<file path="src/rtl/imem_loader.sv">
// UART program loader: receives an 8N1 byte stream, assembles little-endian words,
// writes a length-prefixed image into imem and releases the processor once it is complete.
module imem_loader #(
    parameter int unsigned CLKS_PER_BIT = 868,
    parameter int unsigned WORD         = 4096
) (
    input  logic        clk,
    input  logic        rst,
    input  logic        rxd,
    output logic [31:0] mem_addr,
    output logic [31:0] mem_in,
    output logic        mem_we,
    output logic        cpu_rst,
    output logic        done,
    output logic        err
);

    localparam int unsigned TW = (CLKS_PER_BIT > 1) ? $clog2(CLKS_PER_BIT) : 1;
    localparam logic [TW-1:0] HALF_BIT = TW'(CLKS_PER_BIT / 2);
    localparam logic [TW-1:0] LAST_TICK = TW'(CLKS_PER_BIT - 1);
    localparam logic [31:0] MAX_WORDS = 32'(WORD);

    typedef enum logic [1:0] {RX_IDLE, RX_START, RX_DATA, RX_STOP} rx_state_t;
    typedef enum logic [1:0] {LD_LEN, LD_DATA, LD_DONE, LD_ERR} ld_state_t;

    logic            rx_s1;
    logic            rx_s2;
    rx_state_t       rx_state;
    logic [TW-1:0]   timer;
    logic [2:0]      bit_idx;
    logic [7:0]      shift;
    logic            byte_stb;
    logic            frame_err;

    logic [1:0]      byte_cnt;
    logic [23:0]     word_buf;
    logic            word_stb_c;
    logic [31:0]     word_c;

    ld_state_t       ld_state;
    logic [31:0]     len;
    logic [31:0]     index;

    // Two-flop synchronizer for the asynchronous RX pin
    always_ff @(posedge clk) begin
        if (rst) begin
            rx_s1 <= 1'b1;
            rx_s2 <= 1'b1;
        end else begin
            rx_s1 <= rxd;
            rx_s2 <= rx_s1;
        end
    end

    // UART receiver; STOP returns to IDLE mid stop bit so a back-to-back start is caught
    always_ff @(posedge clk) begin
        if (rst) begin
            rx_state  <= RX_IDLE;
            timer     <= '0;
            bit_idx   <= '0;
            shift     <= '0;
            byte_stb  <= 1'b0;
            frame_err <= 1'b0;
        end else begin
            byte_stb  <= 1'b0;
            frame_err <= 1'b0;
            case (rx_state)
                RX_IDLE: begin
                    if (!rx_s2) begin
                        rx_state <= RX_START;
                        timer    <= '0;
                    end
                end
                RX_START: begin
                    if (timer == HALF_BIT) begin
                        timer   <= '0;
                        bit_idx <= '0;
                        rx_state <= rx_s2 ? RX_IDLE : RX_DATA;
                    end else begin
                        timer <= timer + 1'b1;
                    end
                end
                RX_DATA: begin
                    if (timer == LAST_TICK) begin
                        timer <= '0;
                        shift <= {rx_s2, shift[7:1]};
                        if (bit_idx == 3'd7) begin
                            rx_state <= RX_STOP;
                        end else begin
                            bit_idx <= bit_idx + 1'b1;
                        end
                    end else begin
                        timer <= timer + 1'b1;
                    end
                end
                RX_STOP: begin
                    if (timer == LAST_TICK) begin
                        timer    <= '0;
                        rx_state <= RX_IDLE;
                        if (rx_s2) begin
                            byte_stb <= 1'b1;
                        end else begin
                            frame_err <= 1'b1;
                        end
                    end else begin
                        timer <= timer + 1'b1;
                    end
                end
                default: rx_state <= RX_IDLE;
            endcase
        end
    end

    // Little-endian word assembly; the fourth byte completes the word in the same cycle
    assign word_stb_c = byte_stb && (byte_cnt == 2'd3);
    assign word_c     = {shift, word_buf};

    always_ff @(posedge clk) begin
        if (rst) begin
            byte_cnt <= '0;
            word_buf <= '0;
        end else if (byte_stb) begin
            byte_cnt <= byte_cnt + 1'b1;
            case (byte_cnt)
                2'd0:    word_buf[7:0]   <= shift;
                2'd1:    word_buf[15:8]  <= shift;
                2'd2:    word_buf[23:16] <= shift;
                default: word_buf        <= word_buf;
            endcase
        end
    end

    // Loader: length word, then N data words written at consecutive indices
    always_ff @(posedge clk) begin
        if (rst) begin
            ld_state <= LD_LEN;
            len      <= '0;
            index    <= '0;
            mem_addr <= '0;
            mem_in   <= '0;
            mem_we   <= 1'b0;
            cpu_rst  <= 1'b1;
            done     <= 1'b0;
            err      <= 1'b0;
        end else begin
            mem_we  <= 1'b0;
            cpu_rst <= !done;
            case (ld_state)
                LD_LEN: begin
                    if (frame_err) begin
                        ld_state <= LD_ERR;
                        err      <= 1'b1;
                    end else if (word_stb_c) begin
                        if (word_c == 32'd0) begin
                            ld_state <= LD_DONE;
                            done     <= 1'b1;
                        end else if (word_c > MAX_WORDS) begin
                            ld_state <= LD_ERR;
                            err      <= 1'b1;
                        end else begin
                            ld_state <= LD_DATA;
                            len      <= word_c;
                            index    <= '0;
                        end
                    end
                end
                LD_DATA: begin
                    if (frame_err) begin
                        ld_state <= LD_ERR;
                        err      <= 1'b1;
                    end else if (word_stb_c) begin
                        mem_we   <= 1'b1;
                        mem_addr <= index;
                        mem_in   <= word_c;
                        index    <= index + 32'd1;
                        if (index == len - 32'd1) begin
                            ld_state <= LD_DONE;
                            done     <= 1'b1;
                        end
                    end
                end
                LD_DONE: ld_state <= LD_DONE;
                LD_ERR:  ld_state <= LD_ERR;
                default: ld_state <= LD_ERR;
            endcase
        end
    end

endmodule
</file>
<file path="config.mk">
export PLATFORM = sky130hd
export DESIGN_NAME = imem_loader
export DESIGN_NICKNAME = d
export VERILOG_FILES = /design/src/rtl/imem_loader.sv
export SDC_FILE = /design/constraint.sdc
export NUM_CORES = 1
export LEC_CHECK = 0
export CORE_AREA = 2 2 164 166
export DETAILED_ROUTE_END_ITERATION = 8
export DIE_AREA = 0 0 166 168
export MAX_ROUTING_LAYER = met4
export SLEW_MARGIN = 10
export SYNTH_ARGS = -nofsm -noshare
export SYNTH_HDL_FRONTEND = slang
export SYNTH_SLANG_ARGS = --single-unit
export TNS_END_PERCENT = 30
</file>
<file path="constraint.sdc">
create_clock -name clk -period 3.7 [get_ports clk]
set_input_delay 0.555 -clock clk [delete_from_list [all_inputs] [get_ports clk]]
set_output_delay 0.555 -clock clk [all_outputs]
set_load 0.02 [all_outputs]
</file>
After elaboration in Yosys (flattened, before gate mapping) --
Cells that the tools add are included.
Word-level totals: register bits 187, output and inout bits 68, logic and storage cells 135
Cells by class: $add $sub $neg 5, order comparisons 1, equality and inequality tests 33, mux-type cells 46, bitwise logic cells 6, reductions and logical operators 23
Operators with widths (number):
- 2-to-1 mux 32 bit | 6
- one-hot mux 32 bit (2 select lines) | 1
- adder 32 x 1 -> 32 bit, second input constant | 1
- equality test 32 bit | 1
- > comparator 32 x 13 -> 1 bit, second input constant | 1
- zero test 32 bit | 1
- subtractor 32 x 1 -> 32 bit, second input constant | 1
- 2-to-1 mux 10 bit | 3
- != test 2 bit, second input constant | 15
- one-hot mux 10 bit (3 select lines) | 1
- 2-to-1 mux 2 bit | 13
- one-hot mux 2 bit (4 select lines) | 2
- != test 3 bit, second input constant | 5
- AND reduction 5 bit | 3
- 2-to-1 mux 1 bit | 14
- AND reduction 7 bit | 2
- equality test 2 bit, second input constant | 6
- adder 10 x 1 -> 10 bit, second input constant | 1
- equality test 10 bit, second input constant | 1
- equality test 10 x 9 -> 1 bit, second input constant | 1
- 2-to-1 mux 3 bit | 3
- AND reduction 2 bit | 4
- equality test 2 x 1 -> 1 bit, second input constant | 3
- zero test 2 bit | 3
- 13 further kinds | 22

Logic depth before layout (Yosys ltp) --
word-level depth 6, mapped depth 11

Worst setup path before layout --
OpenSTA, ideal clock, no wires.
path kind flip-flop to flip-flop, start register len[2], end register done, data arrival time 2.605 ns, data required time 3.616 ns, path slack 1.010 ns, stages on the path, launching flop included 10, path buffers 1, cells stage by stage dfxtp_1 buf_6 nor4_4 nand4_2 or4_1 a22o_1 or4_4 nor3b_2 a21oi_1 o31ai_2
On the way: cells in the longest elaborated chain, start to end 4
Ends and longest elaborated chain:
- start: declaration | RTL line 41 | logic [31:0] len;
- start signal: assignment | RTL line 162 | len <= word_c;
- subtractor 32 x 1 -> 32 bit | RTL line 176 | if (index == len - 32'd1) begin
- equality test 32 bit | RTL line 176
- != test 2 bit (no source line)
- AND reduction 7 bit (no source line)
- end signal: assignment | RTL line 143 | done <= 1'b0;
- end signal: assignment | RTL line 156 | done <= 1'b1;
- end signal: assignment | RTL line 178 | done <= 1'b1;
- end: declaration | RTL line 14 | output logic done,
Every way passes these cells. A chain may end at the register's enable or synchronous reset.

Final worst setup path --
start register word_buf[3], end register index[31]
On the way: cells in the longest elaborated chain, start to end 3, elaborated cells between the ends (all ways) 5
Ends and longest elaborated chain:
- start: declaration | RTL line 36 | logic [23:0] word_buf;
- start signal: assignment | RTL line 125 | 2'd0: word_buf[7:0] <= shift;
- start signal: assignment | RTL line 128 | default: word_buf <= word_buf;
- > comparator 32 x 13 -> 1 bit / zero test 32 bit (equally long branches) | RTL line 157, 154
- != test 2 bit (no source line)
- AND reduction 7 bit (no source line) (*)
- end signal: assignment | RTL line 175 | index <= index + 32'd1;
- end: declaration | RTL line 42 | logic [31:0] index;
Mark *: on every way between the ends. The rest lies on a longest branch, timed or not.

==> run_results.csv <==
group,metric,value,unit
floorplanning,row_count,60,
floorplanning,core,0.0264,mm2
outcome,status,"complete, no violations",
detailed_routing,ant_nets,0,
power,switching_share,0.234,
synth,synth_compound_area_frac,0.133,
global_route,antenna_found_initial,0,
flow_run,drv_cap,0,
synth,ys_seq_elements,187,
cells_and_area,nNetsFinal,1079,
cells_and_area,drive_above_1_share,0.0538,
cells_and_area,antenna_cells,0,
timing,hold_viol_final,0,
power,clock_power_share,0.461,
cells_and_area,n_fill_cell,2708,
detailed_routing,wirelength,20.0,mm
place,portBuffers,70,
cells_and_area,layout-area-overhead-vs-synth,18.9,%
power,p_total,3.83,mW
detailed_routing,first_pass_iters,5,
power,leakagePower,3.31,nW
floorplanning,die_area,0.0279,mm2
critical_path,worst_ep_arrival_time,3.59,ns
power,intPower,2.93,mW
critical_path,worstPathRequired,4.06,ns
critical_path,path_cells,"or4_1, o31a_1, nor4_2, o211a_2, nand4_1, or3_1, a21oi_1",
global_route,grtUsageMet1,0.192,
timing,worstMarginPinSlew,1.08,ns
clocking,clock_sink_count,187,
global_route,grt_use_total,0.150,
global_route,grt_pass1_vias,6642,
critical_path,crit_path_max_fanout,14,
floorplanning,start_util,0.312,
timing,fmax,310,MHz
synth,synth_edf_count,0,
timing,slew_headroom,0.275,
global_route,grt_most_used_layer,"met2",
clocking,cts_resized,0,
timing,setup-violations-final,0,
synth,synth_cells,1025,
clocking,cts_root_buf,"clkbuf_16",
synth,ys_warn_count,0,
global_route,grt_max_degree,111,
synth,synth-simple-area-share,0.287,
synth,async_flop_share,0,
clocking,cts_buffers,17,
power,p_seq_frac,0.526,
place,hpwl,13.9,mm
timing,period_share,0.872,
place,place.gp.congestion,0.828,
synth,synth_mux_area_frac,0.0146,
cells_and_area,final_cell_area,0.00976,mm2
detailed_routing,drt_iter0_markers,501,
floorplanning,die_x,166,um
clocking,cts_tree,"yes",
timing,slew_violations,0,
detailed_routing,wl_per_cell,14.1,um
critical_path,crit_type,"reg -> reg",
critical_path,slowest_delay,0.57,ns
clocking,clk_pin_slew,0.07,ns
detailed_routing,via_count,6965,
power,power_density,392,mW/mm2
synth,synthesis.area,0.00821,mm2
synth,synth_cell_types,60,
place,place_worst_setup_slack,0.522,ns
critical_path,endpoint_kind,"register",
synth,syn-num-nets,1038,
floorplanning,ioPinCount,71,
timing,finClkSkew,0.0134,ns
clocking,cts_hold_buffers,0,
power,ir_drop,0.000308,V
global_route,grt_pass1_wl,33.7,mm
min_path,hold_path_class,"reg -> reg",
power,p_sw,0.898,mW
critical_path,crit_path_top_delay_cell,"or4_1",
cells_and_area,layout_commonest_cell,"nand2_1",
critical_path,crit_family,"simple AND/OR/NAND/NOR gates",
clocking,clockBufferDepth,2,
timing,worst_slack,0.474,ns
clocking,clock_latency,0.44,ns
synth,synth_adder_area_share,0.0152,
cells_and_area,mostFrequentLayoutCells,"212 x nand2_1, 187 x dfxtp_1, 137 x a21oi_1, 76 x nor2_1, 69 x clkdlybuf4s50_1",
floorplanning,die_y,168,um
synth,synth_top_family_by_area,"simple AND/OR/NAND/NOR gates",
synth,ys_seq_area_frac,0.456,
timing,grt_setup_unrepaired,"no",
critical_path,startpoint_type,"register",
synth,synth_xor_area_frac,0.0587,
global_route,grt-ovfl-total,0,
global_route,use_met2,0.241,
timing,finalCriticalPeriod,3.23,ns
place,placedInstanceArea,0.00920,mm2
synth,synth.avg_cell_area,8.01,um2
critical_path,crit_buf_inv,0,
critical_path,r2r_slack,0.47,ns
clocking,htree_levels,4,
timing,fin_setup_tns,0,ns
synth,synth_flop_cell,"dfxtp_1",
cells_and_area,multiInputGateArea,0.00418,mm2
detailed_routing,avgViaCountPerCell,4.91,
cells_and_area,seq_area,0.00374,mm2
power,combPwrFrac,0.013,
clocking,postCtsSetupRepairBufs,0,
global_route,grtUsageMet3,0.0303,
detailed_routing,drc_errors,0,
[power groups by stage]
stage,Clock [mW],Combinational [mW],Sequential (mW)
after floorplan,0,0.0372,2.06
after global placement,0,0.0523,2.06
after detailed placement,0,0.0524,2.06
after CTS,1.81,0.0524,2.01
after global routing,1.89,0.0578,2.01
final,1.76,0.0511,2.01
[stage by stage]
stage          cells  hold slack, ns   util
6_report        1419           0.415  0.370
5_1_grt         1419           0.430  0.370
4_1_cts         1419           0.416  0.370
3_5_place_dp    1388           0.397  0.349
3_3_place_gp    1388           0.396  0.349
2_1_floorplan   1025           0.389      -
[per-layer routing]
metal  wire length, um  vias up
li1                  -     3614
met1              9890     3196
met2              9230      135
met3               617       20
met4               268        0
met5                 0        -
[worst paths after layout]
kind | from | to | depth (start not counted)
min reg2reg | rx_s1$_SDFF_PP1_ | rx_s2$_SDFF_PP1_ | 1
min | rx_s1$_SDFF_PP1_ | rx_s2$_SDFF_PP1_ | 1
max reg2reg | word_buf[3]$_SDFFE_PP0P_ | index[31]$_SDFFE_PP0P_ | 7
max | word_buf[3]$_SDFFE_PP0P_ | index[31]$_SDFFE_PP0P_ | 7
[cells in the mapped netlist (all sizes together), types with 4 or more instances]
| master | number | share of area |
|---|---|---|
| xor2 | 19 | 0.020 |
| nand2 | 213 | 0.097 |
| a21oi | 137 | 0.084 |
| xnor2 | 36 | 0.038 |
| and2 | 21 | 0.016 |
| nor2 | 76 | 0.035 |
| nor3b | 6 | 0.0061 |
| mux2i | 12 | 0.015 |
| or3 | 20 | 0.015 |
| nor4 | 23 | 0.021 |
| nand4 | 15 | 0.012 |
| a31oi | 6 | 0.0046 |
| clkbuf | 50 | 0.023 |
| or4 | 7 | 0.0069 |
| ha | 10 | 0.015 |
| o31ai | 4 | 0.0043 |
| o21ai | 28 | 0.017 |
| nor2b | 6 | 0.0046 |
| nand3 | 40 | 0.024 |
| inv | 17 | 0.0078 |
| buf | 8 | 0.0050 |
| nand2b | 7 | 0.0053 |
| nor3 | 29 | 0.019 |
| and3 | 5 | 0.0038 |
| dfxtp | 187 | 0.46 |
| or2 | 4 | 0.0030 |
[sequential cells by signal, indices dropped and copies added, names as in the netlist, named ones only]
register / cells
bit_idx: 3
byte_cnt: 2
byte_stb: 1
cpu_rst: 1
done: 1
err: 1
frame_err: 1
index: 32
ld_state: 2
len: 32
mem_addr: 32
mem_in: 32
mem_we: 1
rx_s1: 1
rx_s2: 1
rx_state: 1
shift: 8
timer: 10
word_buf: 24
[logic make-up after synthesis]
kind of cell    count (synthesis)
buf+inv                        75
fa+ha+maj                      10
simple gates                  488
compound gates                198
mux                            12
flops                         187
xor+xnor                       55
[cell type report]
cell class | instances | share of cell area
multi-input combinational | 763 | 0.428
sequential | 187 | 0.384
clock buffer | 18 | 0.0450
timing repair buffer | 80 | 0.0805
tap | 341 | 0.0437
inverter | 17 | 0.00654
clock inverter | 13 | 0.0126
Note: power is estimated with default switching activity, not from simulation.
